File: config.mk
export PLATFORM = sky130hd
export DESIGN_NAME = uart
export DESIGN_NICKNAME = d
export VERILOG_FILES = /design/src/rtl/uart.sv
export SDC_FILE = /design/constraint.sdc
export NUM_CORES = 1
export LEC_CHECK = 0
export ABC_CLOCK_PERIOD_IN_PS = 3600
export BUFFER_PORTS_ARGS = -buffer_cell sky130_fd_sc_hd__buf_4
export CAP_MARGIN = 20
export CORE_ASPECT_RATIO = 1.4
export CORE_MARGIN = 5
export CORE_UTILIZATION = 59
export DETAILED_ROUTE_END_ITERATION = 7
export GPL_TIMING_DRIVEN = 0
export HOLD_SLACK_MARGIN = 0.15
export PLACE_DENSITY = 0.84
export SYNTH_ARGS = -nofsm -noshare
export SYNTH_HDL_FRONTEND = slang
export SYNTH_SLANG_ARGS = --single-unit
export TNS_END_PERCENT = 20
File: constraint.sdc
create_clock -name clk_i -period 3.6 [get_ports clk_i]
set_input_delay 0.54 -clock clk_i [delete_from_list [all_inputs] [get_ports clk_i]]
set_output_delay 0.54 -clock clk_i [all_outputs]
set_load 0.05 [all_outputs]
File: src/rtl/uart.sv
// Memory-mapped 8N1 UART: TX FIFO feeding a serializer, deserializer feeding an RX FIFO.
// Registers: BAUD, CTRL, STATUS, TXDATA, RXDATA; optional level interrupt on pending RX data.
module uart #(
    parameter int          FIFO_DEPTH = 8,
    parameter logic [15:0] RST_DIV    = 16'd867
) (
    input  logic        clk_i,
    input  logic        rst_i,
    input  logic        we_i,
    input  logic        re_i,
    input  logic [3:0]  be_i,
    input  logic [31:0] addr_i,
    input  logic [31:0] wdata_i,
    output logic [31:0] rdata_o,
    output logic        tx_o,
    input  logic        rx_i,
    output logic        irq_o
);
    localparam int           AW       = $clog2(FIFO_DEPTH);
    localparam logic [AW:0]  FULL_CNT = (AW + 1)'(FIFO_DEPTH);

    typedef enum logic [1:0] {ST_IDLE, ST_START, ST_DATA, ST_STOP} uart_state_t;

    logic [2:0]  reg_sel;
    logic [15:0] baud_div;
    logic        tx_en, rx_en, rx_irq_en;
    logic        rx_overrun, frame_err;

    assign reg_sel = addr_i[4:2];

    logic unused_bus_bits;
    assign unused_bus_bits = ^{addr_i[31:5], addr_i[1:0], wdata_i[31:16], be_i[3:2]};

    logic wr_baud, wr_ctrl, wr_status;
    assign wr_baud   = we_i && (reg_sel == 3'd0);
    assign wr_ctrl   = we_i && (reg_sel == 3'd1);
    assign wr_status = we_i && (reg_sel == 3'd2) && be_i[0];

    // TX FIFO
    logic [7:0]    tx_mem [FIFO_DEPTH];
    logic [AW-1:0] tx_wptr, tx_rptr;
    logic [AW:0]   tx_cnt;
    logic          tx_full, tx_empty, tx_push, tx_pop;

    assign tx_full  = (tx_cnt == FULL_CNT);
    assign tx_empty = (tx_cnt == '0);
    assign tx_push  = we_i && (reg_sel == 3'd3) && be_i[0] && !tx_full;

    always_ff @(posedge clk_i) begin
        if (tx_push) tx_mem[tx_wptr] <= wdata_i[7:0];
    end

    always_ff @(posedge clk_i) begin
        if (rst_i) begin
            tx_wptr <= '0;
            tx_rptr <= '0;
            tx_cnt  <= '0;
        end else begin
            if (tx_push) tx_wptr <= tx_wptr + 1'b1;
            if (tx_pop)  tx_rptr <= tx_rptr + 1'b1;
            case ({tx_push, tx_pop})
                2'b10:   tx_cnt <= tx_cnt + 1'b1;
                2'b01:   tx_cnt <= tx_cnt - 1'b1;
                default: tx_cnt <= tx_cnt;
            endcase
        end
    end

    // TX serializer
    uart_state_t tx_state;
    logic [15:0] tx_bitcnt, tx_div;
    logic [2:0]  tx_idx;
    logic [7:0]  tx_sh;
    logic        tx_bit_end, tx_busy;

    assign tx_bit_end = (tx_bitcnt == tx_div);
    assign tx_busy    = (tx_state != ST_IDLE);
    // The pop at the end of STOP is what makes back-to-back frames gapless.
    assign tx_pop     = tx_en && !tx_empty &&
                        ((tx_state == ST_IDLE) || (tx_state == ST_STOP && tx_bit_end));

    always_ff @(posedge clk_i) begin
        if (rst_i) begin
            tx_state  <= ST_IDLE;
            tx_o      <= 1'b1;
            tx_bitcnt <= '0;
            tx_idx    <= '0;
        end else if (tx_pop) begin
            tx_state  <= ST_START;
            tx_o      <= 1'b0;
            tx_bitcnt <= '0;
            tx_idx    <= '0;
            tx_div    <= baud_div;
            tx_sh     <= tx_mem[tx_rptr];
        end else begin
            case (tx_state)
                ST_IDLE: tx_o <= 1'b1;
                ST_START: begin
                    if (tx_bit_end) begin
                        tx_state  <= ST_DATA;
                        tx_o      <= tx_sh[0];
                        tx_bitcnt <= '0;
                    end else begin
                        tx_bitcnt <= tx_bitcnt + 1'b1;
                    end
                end
                ST_DATA: begin
                    if (tx_bit_end) begin
                        tx_bitcnt <= '0;
                        if (tx_idx == 3'd7) begin
                            tx_state <= ST_STOP;
                            tx_o     <= 1'b1;
                        end else begin
                            tx_idx <= tx_idx + 3'd1;
                            tx_o   <= tx_sh[tx_idx + 3'd1];
                        end
                    end else begin
                        tx_bitcnt <= tx_bitcnt + 1'b1;
                    end
                end
                default: begin
                    if (tx_bit_end) tx_state  <= ST_IDLE;
                    else            tx_bitcnt <= tx_bitcnt + 1'b1;
                end
            endcase
        end
    end

    // RX synchronizer and deserializer
    logic        rx_s1, rx_s2, rx_s3;
    uart_state_t rx_state;
    logic [15:0] rx_bitcnt, rx_div;
    logic [2:0]  rx_idx;
    logic [7:0]  rx_sh;
    logic        rx_fall, rx_bit_end, rx_half;
    logic        rx_stop_smp, rx_push_req, rx_push, rx_pop;
    logic        overrun_set, frame_set;

    assign rx_fall     = rx_s3 && !rx_s2;
    assign rx_bit_end  = (rx_bitcnt == rx_div);
    assign rx_half     = (rx_bitcnt == (rx_div >> 1));
    assign rx_stop_smp = rx_en && (rx_state == ST_STOP) && rx_bit_end;
    assign rx_push_req = rx_stop_smp && rx_s2;
    assign frame_set   = rx_stop_smp && !rx_s2;

    always_ff @(posedge clk_i) begin
        if (rst_i) begin
            rx_s1 <= 1'b1;
            rx_s2 <= 1'b1;
            rx_s3 <= 1'b1;
        end else begin
            rx_s1 <= rx_i;
            rx_s2 <= rx_s1;
            rx_s3 <= rx_s2;
        end
    end

    always_ff @(posedge clk_i) begin
        if (rst_i || !rx_en) begin
            rx_state  <= ST_IDLE;
            rx_bitcnt <= '0;
            rx_idx    <= '0;
        end else begin
            case (rx_state)
                ST_IDLE: begin
                    if (rx_fall) begin
                        rx_state  <= ST_START;
                        rx_bitcnt <= '0;
                        rx_div    <= baud_div;
                    end
                end
                ST_START: begin
                    // A start bit that is high again at mid-bit was a glitch.
                    if (rx_half) begin
                        rx_state  <= rx_s2 ? ST_IDLE : ST_DATA;
                        rx_bitcnt <= '0;
                        rx_idx    <= '0;
                    end else begin
                        rx_bitcnt <= rx_bitcnt + 1'b1;
                    end
                end
                ST_DATA: begin
                    if (rx_bit_end) begin
                        rx_sh     <= {rx_s2, rx_sh[7:1]};
                        rx_bitcnt <= '0;
                        if (rx_idx == 3'd7) rx_state <= ST_STOP;
                        else                rx_idx   <= rx_idx + 3'd1;
                    end else begin
                        rx_bitcnt <= rx_bitcnt + 1'b1;
                    end
                end
                default: begin
                    if (rx_bit_end) rx_state  <= ST_IDLE;
                    else            rx_bitcnt <= rx_bitcnt + 1'b1;
                end
            endcase
        end
    end

    // RX FIFO
    logic [7:0]    rx_mem [FIFO_DEPTH];
    logic [AW-1:0] rx_wptr, rx_rptr;
    logic [AW:0]   rx_cnt;
    logic          rx_full, rx_empty;

    assign rx_full     = (rx_cnt == FULL_CNT);
    assign rx_empty    = (rx_cnt == '0);
    assign rx_push     = rx_push_req && !rx_full;
    assign overrun_set = rx_push_req && rx_full;
    assign rx_pop      = re_i && (reg_sel == 3'd4) && !rx_empty;

    always_ff @(posedge clk_i) begin
        if (rx_push) rx_mem[rx_wptr] <= rx_sh;
    end

    always_ff @(posedge clk_i) begin
        if (rst_i) begin
            rx_wptr <= '0;
            rx_rptr <= '0;
            rx_cnt  <= '0;
        end else begin
            if (rx_push) rx_wptr <= rx_wptr + 1'b1;
            if (rx_pop)  rx_rptr <= rx_rptr + 1'b1;
            case ({rx_push, rx_pop})
                2'b10:   rx_cnt <= rx_cnt + 1'b1;
                2'b01:   rx_cnt <= rx_cnt - 1'b1;
                default: rx_cnt <= rx_cnt;
            endcase
        end
    end

    // Configuration and sticky status; a hardware set beats a software clear.
    always_ff @(posedge clk_i) begin
        if (rst_i) begin
            baud_div   <= RST_DIV;
            tx_en      <= 1'b0;
            rx_en      <= 1'b0;
            rx_irq_en  <= 1'b0;
            rx_overrun <= 1'b0;
            frame_err  <= 1'b0;
        end else begin
            if (wr_baud && be_i[0]) baud_div[7:0]  <= wdata_i[7:0];
            if (wr_baud && be_i[1]) baud_div[15:8] <= wdata_i[15:8];
            if (wr_ctrl && be_i[0]) {rx_irq_en, rx_en, tx_en} <= wdata_i[2:0];
            rx_overrun <= overrun_set || (rx_overrun && !(wr_status && wdata_i[5]));
            frame_err  <= frame_set   || (frame_err  && !(wr_status && wdata_i[6]));
        end
    end

    logic [6:0] status;
    assign status = {frame_err, rx_overrun, tx_busy, rx_empty, rx_full, tx_empty, tx_full};
    assign irq_o  = rx_irq_en && !rx_empty;

    always_comb begin
        rdata_o = '0;
        case (reg_sel)
            3'd0: rdata_o = {16'b0, baud_div};
            3'd1: rdata_o = {29'b0, rx_irq_en, rx_en, tx_en};
            3'd2: rdata_o = {25'b0, status};
            3'd4: rdata_o = {23'b0, !rx_empty, rx_empty ? 8'h00 : rx_mem[rx_rptr]};
            default: rdata_o = '0;
        endcase
    end
endmodule

# After elaboration in Yosys (flattened, before gate mapping)
# Memory sizes are Yosys's and may differ from the RTL's. A register that Yosys moved wholly into a read port is not among the register bits.
# Index checks and enable logic that the tools add are counted.
# totals
ff_bits,127
ram_bits,128
memories,2
# op_classes
n_addsub,12
n_lt_le_gt_ge,1
n_eq_ne,33
mux,42
n_bitwise,4
reduce_logical,64
# memory_table
memory,depth,word_bits,rd,rd_ports_with_merged_regs,wr,line_no,source
rx_mem,8,8,1,1,1,201,logic [7:0] rx_mem [FIFO_DEPTH];
tx_mem,8,8,1,1,1,40,logic [7:0] tx_mem [FIFO_DEPTH];
# op_table
operator,count
2-to-1 mux 16 bit,6
one-hot mux 16 bit (4 select lines),1
one-hot mux 16 bit (3 select lines),1
"adder 16 x 1 -> 16 bit, second input constant",2
== test 16 bit,2
one-hot mux 16 bit (2 select lines),1
logical AND 1 bit,27
2-to-1 mux 2 bit,10
"adder 3 x 1 -> 3 bit, second input constant",6
AND reduction 3 bit,6
== test 16 x 15 -> 1 bit,1
"inequality test 2 bit, second input constant",8
one-hot mux 4 bit (2 select lines),2
2-to-1 mux 3 bit,5
"== test 2 bit, second input constant",6
one-hot mux 2 bit (3 select lines),2
2-to-1 mux 1 bit,10
nonzero test 2 bit,5
"== test 3 bit, second input constant",3
"inequality test 3 bit, second input constant",3
"adder 4 x 1 -> 4 bit, second input constant",2
"== test 2 x 1 -> 1 bit, second input constant",4
"== test 4 bit, second input constant",2
logical NOT 1 bit,8
other kinds (20),33

# Logic depth before layout (Yosys ltp)
# logic_depth
depth_word,7
mapped_depth,14
ltp_nobuf,12

# Least setup slack after synthesis
# No wires, ideal clock.
# synth_timing
kind,input to output
from,input addr_i[3]
to,output rdata_o[7]
arrival_ps,2574
setup_slack_ps,486
path_stages,4
path_cell_list,or3b_2 -> or2_2 -> clkbuf_1 -> o21ai_0
# synth_via
elab_chain_cells,2
word_cells_on_any_way,5
# synth_lines
item,line_no,source
from (decl),12,"input logic [31:0] addr_i,"
"== test 3 bit, or another cell as far along",256,case (reg_sel)
one-hot mux 16 bit (4 select lines) *,256,
to (decl),14,"output logic [31:0] rdata_o,"
# Mark *: on every way between the ends. The rest lies on a longest branch, timed or not.

# Worst setup path in the final report
# layout_timing
from,register tx_state[0]
to,output rdata_o[4]
# layout_via
elab_chain_cells,2
# layout_lines
item,line_no,source
from (decl),70,uart_state_t tx_state;
from (signal assigned),84,tx_state <= ST_IDLE;
from (signal assigned),89,tx_state <= ST_START;
from (signal assigned),100,tx_state <= ST_DATA;
nonzero test 2 bit,77,assign tx_busy = (tx_state != ST_IDLE);
one-hot mux 16 bit (4 select lines),256,
# No other way between the ends.

==> impl_metrics.yaml <==
status:
  status: "finished, final reports clean"
logic_synthesis:
  synth_cell_type_count: 65
  synth_top_area_share_pct: 44.9
  yosysMostFrequentCell: "edfxtp_1"
  ys_top_cells_by_area: "edfxtp_1 (45%), dfxtp_1 (15%), mux4_2 (6.5%)"
  yosysWarningCount: 0
  synthTopCellsByCount: "edfxtp_1 (176), dfxtp_1 (90), nor2_1 (74)"
  synthSimpleGateAreaFrac_pct: 12.3
  ys.flop_type: "edfxtp_1"
  yosys-mux-area-fraction_pct: 9.92
  synth-adder-area-share_pct: 2.13
  async_reset_ff_share_pct: 0
  post_synth.cell_area_avg_um2: 13.0
  yosysSeqAreaShare_pct: 60.3
  synth_xor_area_share_pct: 5.81
  yosysTopAreaCell: "edfxtp_1"
  synth_top_family_by_area: "simple AND/OR/NAND/NOR gates"
  synth_area_um2: 11800
  yosys_register_bits: 266
  synth_compound_area_share_pct: 5.98
  synth_edf_count: 176
  syn_inst: 908
floorplan:
  core_um2: 19800
  die_h_um: 177
  rows: 61
  die_width_um: 129
  io_pins: 107
  dieArea_um2: 22900
  initial_utilization_pct: 59.5
cells_and_area:
  multi_input_area_um2: 4340
  finalNonFillerCells: 1276
  antennaDiodeCount: 0
  syn_to_final_growth_pct: 14.4
  fillers: 1404
  ff_latch_area_um2: 7090
  drive_gt1_share_pct: 20.2
  fin_nets: 1098
grt:
  antenna_found_initial: 0
  grt_pass1_vias: 7549
  grt_max_degree: 17
  grt_pass1_wl_mm: 40.1
  grt_overflow: 0
  track_usage_pct: 22.4
sta:
  finalCriticalPeriod_ns: 3.45
  setup_viol: 0
  fin_crit_sh_pct: 95.7
  fin_skew_ns: 0.0247
  fin_setup_tns_ns: 0
  rsz0062_at_grt: "true"
  fmax_ghz: 0.290
  slew_headroom_pct: 38.2
  hold_viol_final: 0
  drv_slew: 0
  worst_pin_slew_ns: 0.920
  holdWs_ns: 0.233
clock_tree:
  htree_levels: 1
  clockBufferDepth: 3
  cts_inserted_buffers: 25
  post-cts-setup-buffers: 0
  cts_tree: "built"
  cts_hold_buf: 0
  path_clk_slew_ns: 0.07
  cts_sinks: 266
  clkLatencyLatePin_ns: 0.53
  root_buffer: "clkbuf_16"
worst_hold_path:
  min_path_type: "input port to flop"
worst_setup_path:
  crit_path_end_kind: "primary output"
  cp.required_ns: 3.06
  start_kind: "flop"
  arrival_ns: 2.91
  critical_path.max_fanout: 10
  path_class: "flop to primary output"
routing:
  dr_total_vias: 7535
  wl_per_cell_um: 19.8
  drc: 0
  drt_first_pass_iters: 4
  antenna_left: 0
  drtIter0Drc: 512
  drt-total-wl_mm: 25.3
  vias_per_cell: 5.91
placed_design:
  numPortBuffers: 42
  place.gp.congestion: 0.879
  dpl.hpwl_mm: 17.4
  dp_cells: 1230
power_and_ir_drop:
  cellLeakagePower_nw: 4.55
  ir_drop_v: 0.000443
  power.density_nw_per_um2: 464
job:
  drv_cap: 0
==> repair_timing <==
item                                   in CTS  in global routing
endpoints found under the hold margin       0                  0
gates resized for setup                     0                  1
setup endpoints to repair                   0                  2
==> power breakdown <==
group	leakage [nW]	switching, mW	internal [mW]
combinational	1.81	0.139	0.0744
clock	0.427	1.14	1.63
sequential	2.31	0.0209	3.24
total	4.55	1.29	4.94
==> critical path, cell delays in order, from the launching register on <==
cell      delay (ns)
dfxtp_1         0.35
inv_1           0.12
ha_1            0.15
clkbuf_1        0.34
clkbuf_1        0.36
clkbuf_1        0.48
nand2_1         0.10
o21ai_0         0.11
o22ai_1         0.15
buf_4           0.23
==> worst paths after layout <==
check / to / slack (ns) / start / cells after the start
worst max-delay path: rdata_o[4] / 0.15 / tx_state[0]$_SDFFE_PP0P_ / 9
worst max register to register: tx_cnt[2]$_SDFFE_PP0P_ / 0.40 / tx_cnt[1]$_SDFFE_PP0P_ / 12
worst min-delay path: baud_div[9]$_SDFFE_PP1P_ / 0.23 / wdata_i[9] / 3
worst min register to register: rx_s2$_SDFF_PP1_ / 0.42 / rx_s1$_SDFF_PP1_ / 1
==> logic make-up (layout without fill, tap and decap cells) <==
kind of cell | Yosys count | count (layout)
AO/OA/AOI/OAI | 107 | 107
flip-flops | 266 | 266
multiplexers | 73 | 73
adder cells (fa/ha/maj) | 20 | 20
XOR/XNOR | 78 | 78
AND/OR/NAND/NOR | 281 | 281
other | 1 | 16
buffers and inverters | 82 | 183
==> cells in the final DEF, fill, tap and decap left out, types with 6 or more instances in the layout <==
master	count
dfxtp_1	90
a21oi_1	40
xor2_1	13
xnor2_1	65
clkbuf_16	26
o22ai_1	6
nand2_1	65
buf_1	6
nand2b_1	7
and3_1	6
and2_1	14
nand3_1	19
mux4_2	34
a211o_1	6
clkbuf_1	23
or4_1	8
nor3_1	21
nor2b_1	9
buf_4	70
nor2_1	74
conb_1	16
edfxtp_1	176
nand4_1	14
buf_2	24
mux2i_1	31
inv_1	12
mux2_2	8
ha_1	20
a2111oi_0	7
o21ai_0	14
==> final cells by class <==
cell class	count	share of cell area [%]
Clock buffer	33	5.33
Timing Repair Buffer	55	3.09
Multi-Input combinational cell	575	32.3
Buffer	70	2.79
Tap cell	252	2.34
Inverter	12	0.335
Sequential cell	266	52.7
Clock inverter	13	1.14
==> through the flow <==
step / utilization, % / area [um2] / worst slack [ns] / power (mW)
3_3_place_gp: 63.0 / 12400 / -0.209 / 3.54
3_5_place_dp: 63.6 / 12600 / 0.307 / 3.54
5_1_grt: 68.0 / 13500 / -0.0165 / 6.43
2_1_floorplan: - / 11800 / 0.486 / 3.46
4_1_cts: 68.0 / 13400 / 0.177 / 6.27
6_report: 68.0 / 13500 / 0.153 / 6.24
==> sequential cells by signal, summed over array words and instances (netlist names), 4 cells and up, named ones only <==
name,cells
tx_sh,8
tx_mem,64
rx_bitcnt,16
tx_bitcnt,16
rx_div,16
tx_cnt,4
rx_cnt,4
tx_div,16
baud_div,16
rx_sh,8
rx_mem,64
==> per-layer routing <==
metal  part of all wire (%)  vias up  track usage [%]
li1                       -     3514                -
met1                     37     3698             27.0
met2                     54      259             41.3
met3                    5.3       64             2.36
met4                    3.3        0             7.71
met5                      0        -                0
Note: power is estimated with default switching activity, not from simulation.
